### config.mk
export PLATFORM = sky130hd
export DESIGN_NAME = hot_sequencer_flat
export DESIGN_NICKNAME = d
export VERILOG_FILES = /design/src/rtl/hot_sequencer_if.sv /design/src/rtl/hot_sequencer.sv /design/src/flat_wrapper.sv
export SDC_FILE = /design/constraint.sdc
export NUM_CORES = 1
export LEC_CHECK = 0
export CAP_MARGIN = 10
export CORE_MARGIN = 8
export CORE_UTILIZATION = 50
export CTS_CLUSTER_DIAMETER = 50
export DETAILED_ROUTE_END_ITERATION = 8
export HOLD_SLACK_MARGIN = 0.05
export PLACE_DENSITY = 0.8
export REMOVE_ABC_BUFFERS = 1
export SETUP_SLACK_MARGIN = 0.05
export SLEW_MARGIN = 20
export SYNTH_ARGS = -nofsm -noshare
export SYNTH_HDL_FRONTEND = slang
export SYNTH_SLANG_ARGS = --single-unit
### constraint.sdc
create_clock -name clk -period 3.9 [get_ports clk]
set_input_delay 0.78 -clock clk [delete_from_list [all_inputs] [get_ports clk]]
set_output_delay 0.78 -clock clk [all_outputs]
set_load 0.01 [all_outputs]
### src/rtl/hot_sequencer_if.sv
// hot_sequencer_if: microcode fetch, condition, interrupt and status signals
// shared between the sequencer (master) and the surrounding control logic
// (slave). Only clk and rst stay outside the bundle.
interface hot_sequencer_if #(
  parameter int NUM_ADR_BITS  = 8,
  parameter int STACK_DEPTH   = 4,
  parameter int NUM_COND      = 8,
  parameter int NUM_COND_BITS = 3,
  parameter int NUM_IRQ       = 4,
  parameter int LOOP_WIDTH    = 8
);
  localparam int LVL_W = $clog2(STACK_DEPTH + 1);

  logic                            hlt;
  logic [NUM_COND-1:0]             cond;
  logic [2:0]                      op;
  logic [NUM_COND_BITS-1:0]        cond_sel;
  logic                            cond_inv;
  logic [NUM_ADR_BITS-1:0]         jadr;
  logic [NUM_IRQ-1:0]              irq;
  logic [NUM_IRQ*NUM_ADR_BITS-1:0] irq_vec;
  logic                            clr_err;
  logic [NUM_ADR_BITS-1:0]         address;
  logic                            in_isr;
  logic [NUM_IRQ-1:0]              irq_ack;
  logic [LVL_W-1:0]                stack_level;
  logic                            stk_ovf;
  logic                            stk_unf;

  modport master (
    input  hlt, cond, op, cond_sel, cond_inv, jadr, irq, irq_vec, clr_err,
    output address, in_isr, irq_ack, stack_level, stk_ovf, stk_unf
  );

  modport slave (
    output hlt, cond, op, cond_sel, cond_inv, jadr, irq, irq_vec, clr_err,
    input  address, in_isr, irq_ack, stack_level, stk_ovf, stk_unf
  );
endinterface

### src/rtl/hot_sequencer.sv
// hot_sequencer: microcode address sequencer with return stack, loop counter,
// wait-on-condition, sticky stack error flags and prioritised vectored
// interrupts. One instruction per cycle; the next address is registered.
// Interrupt logic is built only when HOT_SEQ_IRQ_EN is defined; otherwise
// irq/irq_vec are ignored, irq_ack and in_isr stay 0 and RTN is a plain pop.
module hot_sequencer #(
  parameter int NUM_ADR_BITS  = 8,
  parameter int STACK_DEPTH   = 4,
  parameter int NUM_COND      = 8,
  parameter int NUM_COND_BITS = 3,
  parameter int NUM_IRQ       = 4,
  parameter int LOOP_WIDTH    = 8
) (
  input  logic             clk,
  input  logic             rst,
  hot_sequencer_if.master  bus
);
  localparam int LVL_W = $clog2(STACK_DEPTH + 1);
  localparam int IDX_W = (STACK_DEPTH > 1) ? $clog2(STACK_DEPTH) : 1;

  typedef enum logic [2:0] {
    OP_NEXT  = 3'd0,
    OP_JMP   = 3'd1,
    OP_BR    = 3'd2,
    OP_CALL  = 3'd3,
    OP_RTN   = 3'd4,
    OP_LDCNT = 3'd5,
    OP_DJNZ  = 3'd6,
    OP_WAIT  = 3'd7
  } op_e;

  logic [NUM_ADR_BITS-1:0] addr_q, addr_nxt, addr_inc;
  logic [LVL_W-1:0]        lvl_q, lvl_nxt, pop_lvl;
  logic [LOOP_WIDTH-1:0]   cnt_q, cnt_nxt, cnt_load;
  logic                    isr_q, isr_nxt;
  logic [LVL_W-1:0]        isr_lvl_q, isr_lvl_nxt;
  logic [NUM_IRQ-1:0]      ack_q, ack_nxt;
  logic                    ovf_q, ovf_nxt, unf_q, unf_nxt;
  logic                    ovf_set, unf_set;
  logic [NUM_ADR_BITS-1:0] stack_mem [STACK_DEPTH];
  logic                    push_en;
  logic [NUM_ADR_BITS-1:0] push_data, top;
  logic [IDX_W-1:0]        wr_idx, top_idx;
  logic                    full, empty;
  logic                    c;
  op_e                     op_cur;
  logic                    irq_take;
  logic [NUM_IRQ-1:0]      irq_onehot;
  logic [NUM_ADR_BITS-1:0] irq_target;

  // Loop load value: jadr zero-extended or truncated to the counter width.
  if (LOOP_WIDTH > NUM_ADR_BITS) begin : g_cnt_ext
    always_comb cnt_load = {{(LOOP_WIDTH-NUM_ADR_BITS){1'b0}}, bus.jadr};
  end else begin : g_cnt_trunc
    always_comb cnt_load = bus.jadr[LOOP_WIDTH-1:0];
  end

  // Condition select, stack status and top-of-stack read.
  always_comb begin
    op_cur   = op_e'(bus.op);
    c        = ((32'(bus.cond_sel) < NUM_COND) ? bus.cond[bus.cond_sel] : 1'b0) ^ bus.cond_inv;
    addr_inc = addr_q + NUM_ADR_BITS'(1);
    full     = (lvl_q == LVL_W'(STACK_DEPTH));
    empty    = (lvl_q == '0);
    pop_lvl  = lvl_q - LVL_W'(1);
    wr_idx   = IDX_W'(lvl_q);
    top_idx  = IDX_W'(pop_lvl);
    top      = stack_mem[top_idx];
  end

`ifdef HOT_SEQ_IRQ_EN
  // Interrupt acceptance: lowest pending channel wins, one level deep only.
  always_comb begin
    irq_onehot = '0;
    irq_target = '0;
    irq_take   = (bus.irq != '0) && !isr_q && !bus.hlt && !full;
    for (int unsigned k = 0; k < NUM_IRQ; k++) begin
      if (bus.irq[k] && (irq_onehot == '0)) begin
        irq_onehot[k] = 1'b1;
        irq_target    = bus.irq_vec[k*NUM_ADR_BITS +: NUM_ADR_BITS];
      end
    end
  end
`else
  // Interrupts not built: never accept.
  always_comb begin
    irq_take   = 1'b0;
    irq_onehot = '0;
    irq_target = '0;
  end
`endif

  // Next-state decode; hlt freezes everything, an accepted interrupt
  // replaces the current instruction (which is re-executed on return).
  always_comb begin
    addr_nxt    = addr_q;
    lvl_nxt     = lvl_q;
    cnt_nxt     = cnt_q;
    isr_nxt     = isr_q;
    isr_lvl_nxt = isr_lvl_q;
    ack_nxt     = '0;
    push_en     = 1'b0;
    push_data   = addr_inc;
    ovf_set     = 1'b0;
    unf_set     = 1'b0;
    ovf_nxt     = ovf_q;
    unf_nxt     = unf_q;
    if (!bus.hlt) begin
      if (irq_take) begin
        push_en     = 1'b1;
        push_data   = addr_q;
        lvl_nxt     = lvl_q + LVL_W'(1);
        addr_nxt    = irq_target;
        isr_nxt     = 1'b1;
        isr_lvl_nxt = lvl_q;
        ack_nxt     = irq_onehot;
      end else begin
        case (op_cur)
          OP_NEXT:  addr_nxt = addr_inc;
          OP_JMP:   addr_nxt = bus.jadr;
          OP_BR:    addr_nxt = c ? bus.jadr : addr_inc;
          OP_CALL: begin
            if (full) begin
              addr_nxt = addr_inc;
              ovf_set  = 1'b1;
            end else begin
              push_en  = 1'b1;
              lvl_nxt  = lvl_q + LVL_W'(1);
              addr_nxt = bus.jadr;
            end
          end
          OP_RTN: begin
            if (empty) begin
              addr_nxt = '0;
              unf_set  = 1'b1;
            end else begin
              addr_nxt = top;
              lvl_nxt  = pop_lvl;
              if (isr_q && (pop_lvl == isr_lvl_q)) isr_nxt = 1'b0;
            end
          end
          OP_LDCNT: begin
            cnt_nxt  = cnt_load;
            addr_nxt = addr_inc;
          end
          OP_DJNZ: begin
            if (cnt_q != '0) begin
              cnt_nxt  = cnt_q - LOOP_WIDTH'(1);
              addr_nxt = bus.jadr;
            end else begin
              addr_nxt = addr_inc;
            end
          end
          OP_WAIT:  addr_nxt = c ? addr_inc : addr_q;
          default:  addr_nxt = addr_inc;
        endcase
      end
      ovf_nxt = ovf_set | (ovf_q & ~bus.clr_err);
      unf_nxt = unf_set | (unf_q & ~bus.clr_err);
    end
  end

  // State registers and return-stack write port.
  always_ff @(posedge clk or negedge rst) begin
    if (!rst) begin
      addr_q    <= '0;
      lvl_q     <= '0;
      cnt_q     <= '0;
      isr_q     <= 1'b0;
      isr_lvl_q <= '0;
      ack_q     <= '0;
      ovf_q     <= 1'b0;
      unf_q     <= 1'b0;
      for (int unsigned i = 0; i < STACK_DEPTH; i++) stack_mem[i] <= '0;
    end else begin
      addr_q    <= addr_nxt;
      lvl_q     <= lvl_nxt;
      cnt_q     <= cnt_nxt;
      isr_q     <= isr_nxt;
      isr_lvl_q <= isr_lvl_nxt;
      ack_q     <= ack_nxt;
      ovf_q     <= ovf_nxt;
      unf_q     <= unf_nxt;
      if (push_en) stack_mem[wr_idx] <= push_data;
    end
  end

  // Registered outputs.
  always_comb begin
    bus.address     = addr_q;
    bus.stack_level = lvl_q;
    bus.in_isr      = isr_q;
    bus.irq_ack     = ack_q;
    bus.stk_ovf     = ovf_q;
    bus.stk_unf     = unf_q;
  end
endmodule

### src/flat_wrapper.sv
// flat-port wrapper written by rule: the top's interface ports become plain ports
module hot_sequencer_flat 
#(
  parameter int NUM_ADR_BITS  = 8,
  parameter int STACK_DEPTH   = 4,
  parameter int NUM_COND      = 8,
  parameter int NUM_COND_BITS = 3,
  parameter int NUM_IRQ       = 4,
  parameter int LOOP_WIDTH    = 8
)
  (clk, rst, bus_hlt, bus_cond, bus_op, bus_cond_sel, bus_cond_inv, bus_jadr, bus_irq, bus_irq_vec, bus_clr_err, bus_address, bus_in_isr, bus_irq_ack, bus_stack_level, bus_stk_ovf, bus_stk_unf);
  hot_sequencer_if #(.NUM_ADR_BITS(NUM_ADR_BITS), .STACK_DEPTH(STACK_DEPTH), .NUM_COND(NUM_COND), .NUM_COND_BITS(NUM_COND_BITS), .NUM_IRQ(NUM_IRQ), .LOOP_WIDTH(LOOP_WIDTH)) bus_i ();
  input  logic clk;
  input  logic rst;
  input wire logic [$bits(bus_i.hlt)-1:0] bus_hlt;
  input wire logic [$bits(bus_i.cond)-1:0] bus_cond;
  input wire logic [$bits(bus_i.op)-1:0] bus_op;
  input wire logic [$bits(bus_i.cond_sel)-1:0] bus_cond_sel;
  input wire logic [$bits(bus_i.cond_inv)-1:0] bus_cond_inv;
  input wire logic [$bits(bus_i.jadr)-1:0] bus_jadr;
  input wire logic [$bits(bus_i.irq)-1:0] bus_irq;
  input wire logic [$bits(bus_i.irq_vec)-1:0] bus_irq_vec;
  input wire logic [$bits(bus_i.clr_err)-1:0] bus_clr_err;
  output wire logic [$bits(bus_i.address)-1:0] bus_address;
  output wire logic [$bits(bus_i.in_isr)-1:0] bus_in_isr;
  output wire logic [$bits(bus_i.irq_ack)-1:0] bus_irq_ack;
  output wire logic [$bits(bus_i.stack_level)-1:0] bus_stack_level;
  output wire logic [$bits(bus_i.stk_ovf)-1:0] bus_stk_ovf;
  output wire logic [$bits(bus_i.stk_unf)-1:0] bus_stk_unf;
  assign bus_i.hlt = bus_hlt;
  assign bus_i.cond = bus_cond;
  assign bus_i.op = bus_op;
  assign bus_i.cond_sel = bus_cond_sel;
  assign bus_i.cond_inv = bus_cond_inv;
  assign bus_i.jadr = bus_jadr;
  assign bus_i.irq = bus_irq;
  assign bus_i.irq_vec = bus_irq_vec;
  assign bus_i.clr_err = bus_clr_err;
  assign bus_address = bus_i.address;
  assign bus_in_isr = bus_i.in_isr;
  assign bus_irq_ack = bus_i.irq_ack;
  assign bus_stack_level = bus_i.stack_level;
  assign bus_stk_ovf = bus_i.stk_ovf;
  assign bus_stk_unf = bus_i.stk_unf;
  hot_sequencer #(.NUM_ADR_BITS(NUM_ADR_BITS), .STACK_DEPTH(STACK_DEPTH), .NUM_COND(NUM_COND), .NUM_COND_BITS(NUM_COND_BITS), .NUM_IRQ(NUM_IRQ), .LOOP_WIDTH(LOOP_WIDTH)) u_core (.clk(clk), .rst(rst), .bus(bus_i));
endmodule
Yosys cells after proc, flatten, opt, wreduce, memory -nomap -nowiden
Cells that the tools add are included.

cells by class
  reduce and logical (&&, ||, !) cells = 10
  add/sub/neg operators = 4
  multiplexer cells = 28
  equality and inequality tests = 12
  order comparisons = 4
  bitwise gates (word level) = 9

operator list
  operator             count
  $mux 8               9
  $pmux 8 s7           1
  $bwmux 32            1
  $bmux 8 s2           1
  $demux 8 s2          1
  $pmux 8 s2           1
  $eq 3x3->1 const B   5
  $mux 1               10
  $add 8x1->8 const B  1
  $reduce_bool 8->1    1
  $sub 8x1->8 const B  1
  $eq 3x2->1 const B   2
  $ge 3x3->1 const B   2
  $logic_not 3->1      2
  $mux 3               2
  $not 2->3            2
  $pmux 3 s2           1
  $lt 3x4->1 const B   1
  $ne 2x1->1 const B   2
  $ne 2x2->1 const B   2
  $reduce_and 4->1     1
  $reduce_bool 2->1    2
  $add 3x1->3 const B  1
  $bmux 1 s3           1
  11 further kinds     14

word-level totals
  input bits = 63
  register bits after elaboration = 53
  word-level logic and storage cells = 76

Logic depth before layout (Yosys ltp)
  depth in word-level cells = 7
  mapped depth = 10
  gate-level depth less buffers = 8

Worst setup path after synthesis
OpenSTA, ideal clock, no wires.

  path type = input -> register
  start point = input bus_cond_sel[1]
  end point = register u_core.addr_q[0] (netlist: u_core.bus.address[0])
  slack = 1.345 ns
  arrival = 2.424 ns
  setup time = 0.130 ns
  stages = 6
  buffers on the path = 0
  path through = mux4_1 mux2i_4 xnor2_1 o221ai_4 a222oi_1 a21oi_1

on the way
  longest elaborated chain between the ends = 5

ends and longest elaborated chain
  item                                                   RTL line              source
  start, declared                                        flat_wrapper.sv:18    input wire logic [$bits(bus_i.cond_sel)-1:0] bus_cond_sel;
  $bmux 1 s3 *                                           hot_sequencer.sv:61   c = ((32'(bus.cond_sel) < NUM_COND) ? bus.cond[bus.cond_sel] : 1'b0) ^ bus.cond_inv;
  $mux 1 (not written as such) *                         hot_sequencer.sv:61
  $xor 1x1->1 *                                          hot_sequencer.sv:61
  $mux 8 / $ne 2x1->1 (equally long branches)            -
  $pmux 8 s7 / $reduce_and 2->1 (equally long branches)  -
  end signal, assigned                                   hot_sequencer.sv:176  addr_q <= addr_nxt;
  end, declared                                          hot_sequencer.sv:32   logic [NUM_ADR_BITS-1:0] addr_q, addr_nxt, addr_inc;

Mark *: on every way between the ends. The rest lies on a longest branch, timed or not. The select of a mux whose other input is x is not followed.
A chain may end at the register's enable or synchronous reset.

Worst setup path after layout
  start point = input bus_cond_sel[1]
  end point = register u_core.addr_q[1] (netlist: u_core.bus.address[1])

The elaborated chain is that of the path after synthesis.

==> summary.md <==
| Metric | Value |
|---|---|
| Pre-antenna DRT Iters | 4 |
| DRT antenna net count | 0 |
| CTS clk-pin slew, worst paths | 100 ps |
| Initial antenna violation count | 0 |
| EDFF count, synth | 0 |
| Area of the multi-input gates | 0.00151 sq mm |
| Diodes inserted | 0 |
| Die W | slightly above 90 um |
| Synth async-reset ratio | 100% |
| Fin crit share | 78.4% |
| Max FO, Critical Path | 10 |
| Total power draw | 2080 uW |
| Power per cell area | 599 mW/mm^2 |
| Vias in the first global route | about 2,400 |
| Setup repair bufs after CTS | 0 |
| Rows | 28 |
| Hold path depth | 2 |
| Worst slew margin | 50.1% |
| Core Region | 0.00582 sq mm |
| Netlist cell types | between 40 and 50 |
| TritonCTS clock tree | built |
| Place WS | around 540 ps |
| Crit path kind | in -> reg |
| Post-DP HPWL | 5050 um |
| RSZ-0062 raised after global routing | false |
| Worst path required time | 4090 ps |
| Fillers | 505 |
| DRC Markers | 0 |
| Yosys reg bits | 53 |
| Critical Path AT | 3250 ps |
| Register area share after synthesis | about 45% |
| Final wirelength | 6950 um |
| DR vias/cell | 5.66 |
| Worst-skew pair later-pin latency | 310 ps |
| Setup crit end kind | flip-flop |
| R2R setup slack | roughly 1400 ps |
| # hold bufs at CTS | 0 |
| Clk buf depth | 2 |
| Primary FF master, synth | dfrtp_1 |
| Storage cell area | 0.00133 sq mm |
| PortBufs | 39 |
| Worst setup margin | 844 ps |
| # IOs | 81 |
| Grt ovf | 0 |
| Gate power share | 40.3% |
| Sw power | 744 uW |
| Full die area | 0.00861 sq mm |
| Layout Skew | 4.33 ps |
| Max-slew violations | 0 |
| Nets@finish | 406 |
| Clk sinks | 53 |
| Peak supply drop | ~0.00025 V |
| Initial Util | 50.7% |
| H-Tree Level Count | 2 |
| Critical Path Source Type | input port |
| Mapped Cells | 302 |
| Die height | 92.8 um |
| Initial drt markers | between 150 and 200 |
| Final hold vios | 0 |
| Slew @ Worst Pin | 748 ps |
| Layout cells sized above 1 | roughly 8.3% |
| RD Place Congestion | 0.802 |
| Worst Reg-to-Reg Cells | 7 |
| Post-cts resize count | 0 |
| Static Leak | about 0.0015 uW |
| Inserted Clock Buffers | 5 |
| Setup_tns | 0 ps |
| Outcome | complete, no violations |
| Avg Cell Area, Syn | 9.77 sq um |
| Net Sw Frac | approximately 36% |
| Area growth, synth to finish | 17.7% |
| First-pass GRT wire length | 11,800 um |
| Finish-stage setup viols | 0 |
| Int Power | 1340 uW |
| Routed length per instance | 16.9 um |
| Max-capacitance violation count | 0 |
| Vias | approximately 2,300 |
| HP Class | reg -> reg |
| Mapped cell area | 0.00295 sq mm |
| Yosys warns | 0 |
| Fmax | 0.327 GHz |
| Clock Tree Root | clkbuf_8 |
| Largest net degree at the start of global routing | 34 |
| Tmin final | about 3000 ps |
| Seq pwr share | 43.4% |
| Clock Power Share | 16.3% |
| Gr usage total | 17.0% |
kinds of logic (layout without fill, tap and decap cells):
group	Yosys count	in the layout	share of synthesized area, %
simple gates	105	105	16.4
mux	16	16	10.6
buf+inv	29	59	4.41
fa+ha+maj	8	8	3.39
compound gates	80	80	17.1
other cells	1	5	0.127
xor+xnor	10	10	2.97
flops	53	53	45.0
per-stage QoR:
step                cell area [sq um]  util (%)  hold slack, ps  std cells
floorplan                        2860         -             445        285
global route                     3470      59.7             504        411
finish                           3470      59.7             486        411
detailed placement               3370      58.0             465        403
CTS                              3470      59.7             488        411
global placement                 3370      58.0             457        403
Yosys cell counts, types with 2 or more instances:
library cell | n | area share, %
o21ai_0 | 40 | 6.8
nor4_1 | 3 | 0.64
nor3_1 | 6 | 1.0
nand3_1 | 5 | 0.85
xnor2_1 | 7 | 2.1
buf_2 | 2 | 0.34
nand2b_1 | 5 | 1.1
a22o_1 | 2 | 0.59
o211ai_1 | 3 | 0.76
mux2_2 | 5 | 1.9
nor3b_1 | 3 | 0.76
nor2_1 | 24 | 3.1
or3_1 | 2 | 0.42
and3_1 | 3 | 0.64
nand2_1 | 43 | 5.5
ha_1 | 8 | 3.4
nor2b_1 | 3 | 0.64
a41oi_1 | 2 | 0.59
a222oi_1 | 4 | 1.4
a22oi_1 | 6 | 1.5
a21oi_1 | 12 | 2.0
xor2_1 | 3 | 0.89
mux4_1 | 2 | 1.8
a31oi_1 | 4 | 0.85
mux4_2 | 8 | 6.1
inv_1 | 8 | 1.0
buf_4 | 5 | 1.3
clkbuf_1 | 13 | 1.7
and2_1 | 4 | 0.85
dfrtp_1 | 53 | 45
sequential cells by signal, indices dropped and copies added (netlist names):
register	count
u_core.cnt_q	8
u_core.stack_mem	32
u_core.bus.stk_ovf	1
u_core.bus.address	8
u_core.bus.stack_level	3
u_core.bus.stk_unf	1
final timing paths:
| check | startpoint | endpoint |
|---|---|---|
| max in group asynchronous | rst | u_core.stack_mem[31] |
| worst min-delay path | u_core.stack_mem[16] | u_core.stack_mem[16] |
| min in group asynchronous | rst | u_core.stack_mem[28] |
| worst max-delay path | bus_cond_sel[1] | u_core.bus.address[1] |
| worst max register to register | u_core.bus.stack_level[0] | u_core.stack_mem[9] |
| worst min register to register | u_core.stack_mem[16] | u_core.stack_mem[16] |
critical path, stage by stage:
cell             delay, ps
clkdlybuf4s50_1        510
mux4_1                 620
mux2i_4                240
xnor2_1                270
o221ai_4               270
a222oi_1               430
a21oi_1                120
layout make-up:
cell class,instances,area share [%]
well taps,75,2.70
flip-flops and latches,53,38.2
clock buffers,6,2.38
clock inverters,2,0.468
repair buffers,43,12.0
inverters,8,0.865
multi-input cells,224,43.4
power groups by stage:
stage               registers [uW]  clock network, uW  logic, uW
finish                         903                339        837
global route                   932                363        938
CTS                            904                345        845
detailed placement             914                  0        842
global placement               903                  0        814
floorplan                      916                  0        537
layout by cell type, fill, tap and decap left out, types with 3 or more instances in the layout:
cell,n
nor3_1,6
ha_1,8
clkdlybuf4s50_1,38
conb_1,5
and2_1,4
nand2b_1,5
nor2_1,24
dfrtp_1,53
nand3_1,5
inv_1,8
a31oi_1,4
nor2b_1,3
o211ai_1,3
clkbuf_8,6
o21ai_0,40
nand2_1,43
and3_1,3
a222oi_1,4
mux2_2,5
buf_4,4
nor4_1,3
mux4_2,8
xnor2_1,7
a22oi_1,6
nor3b_1,3
xor2_1,3
a21oi_1,12
layer usage:
| metal | part of all wire, % | vias to the layer above | routed length, um | global-route usage, % |
|---|---|---|---|---|
| met5 | 0 | - | 0 | 0 |
| met4 | 1.5 | 0 | 105 | 5.64 |
| met3 | 6.0 | 10 | 420 | 3.32 |
| met2 | 50 | 67 | 3510 | 29.2 |
| met1 | 42 | 1106 | 2920 | 20.8 |
| li1 | - | 1144 | - | - |
No activity file was read; power rests on OpenSTA's default activity.
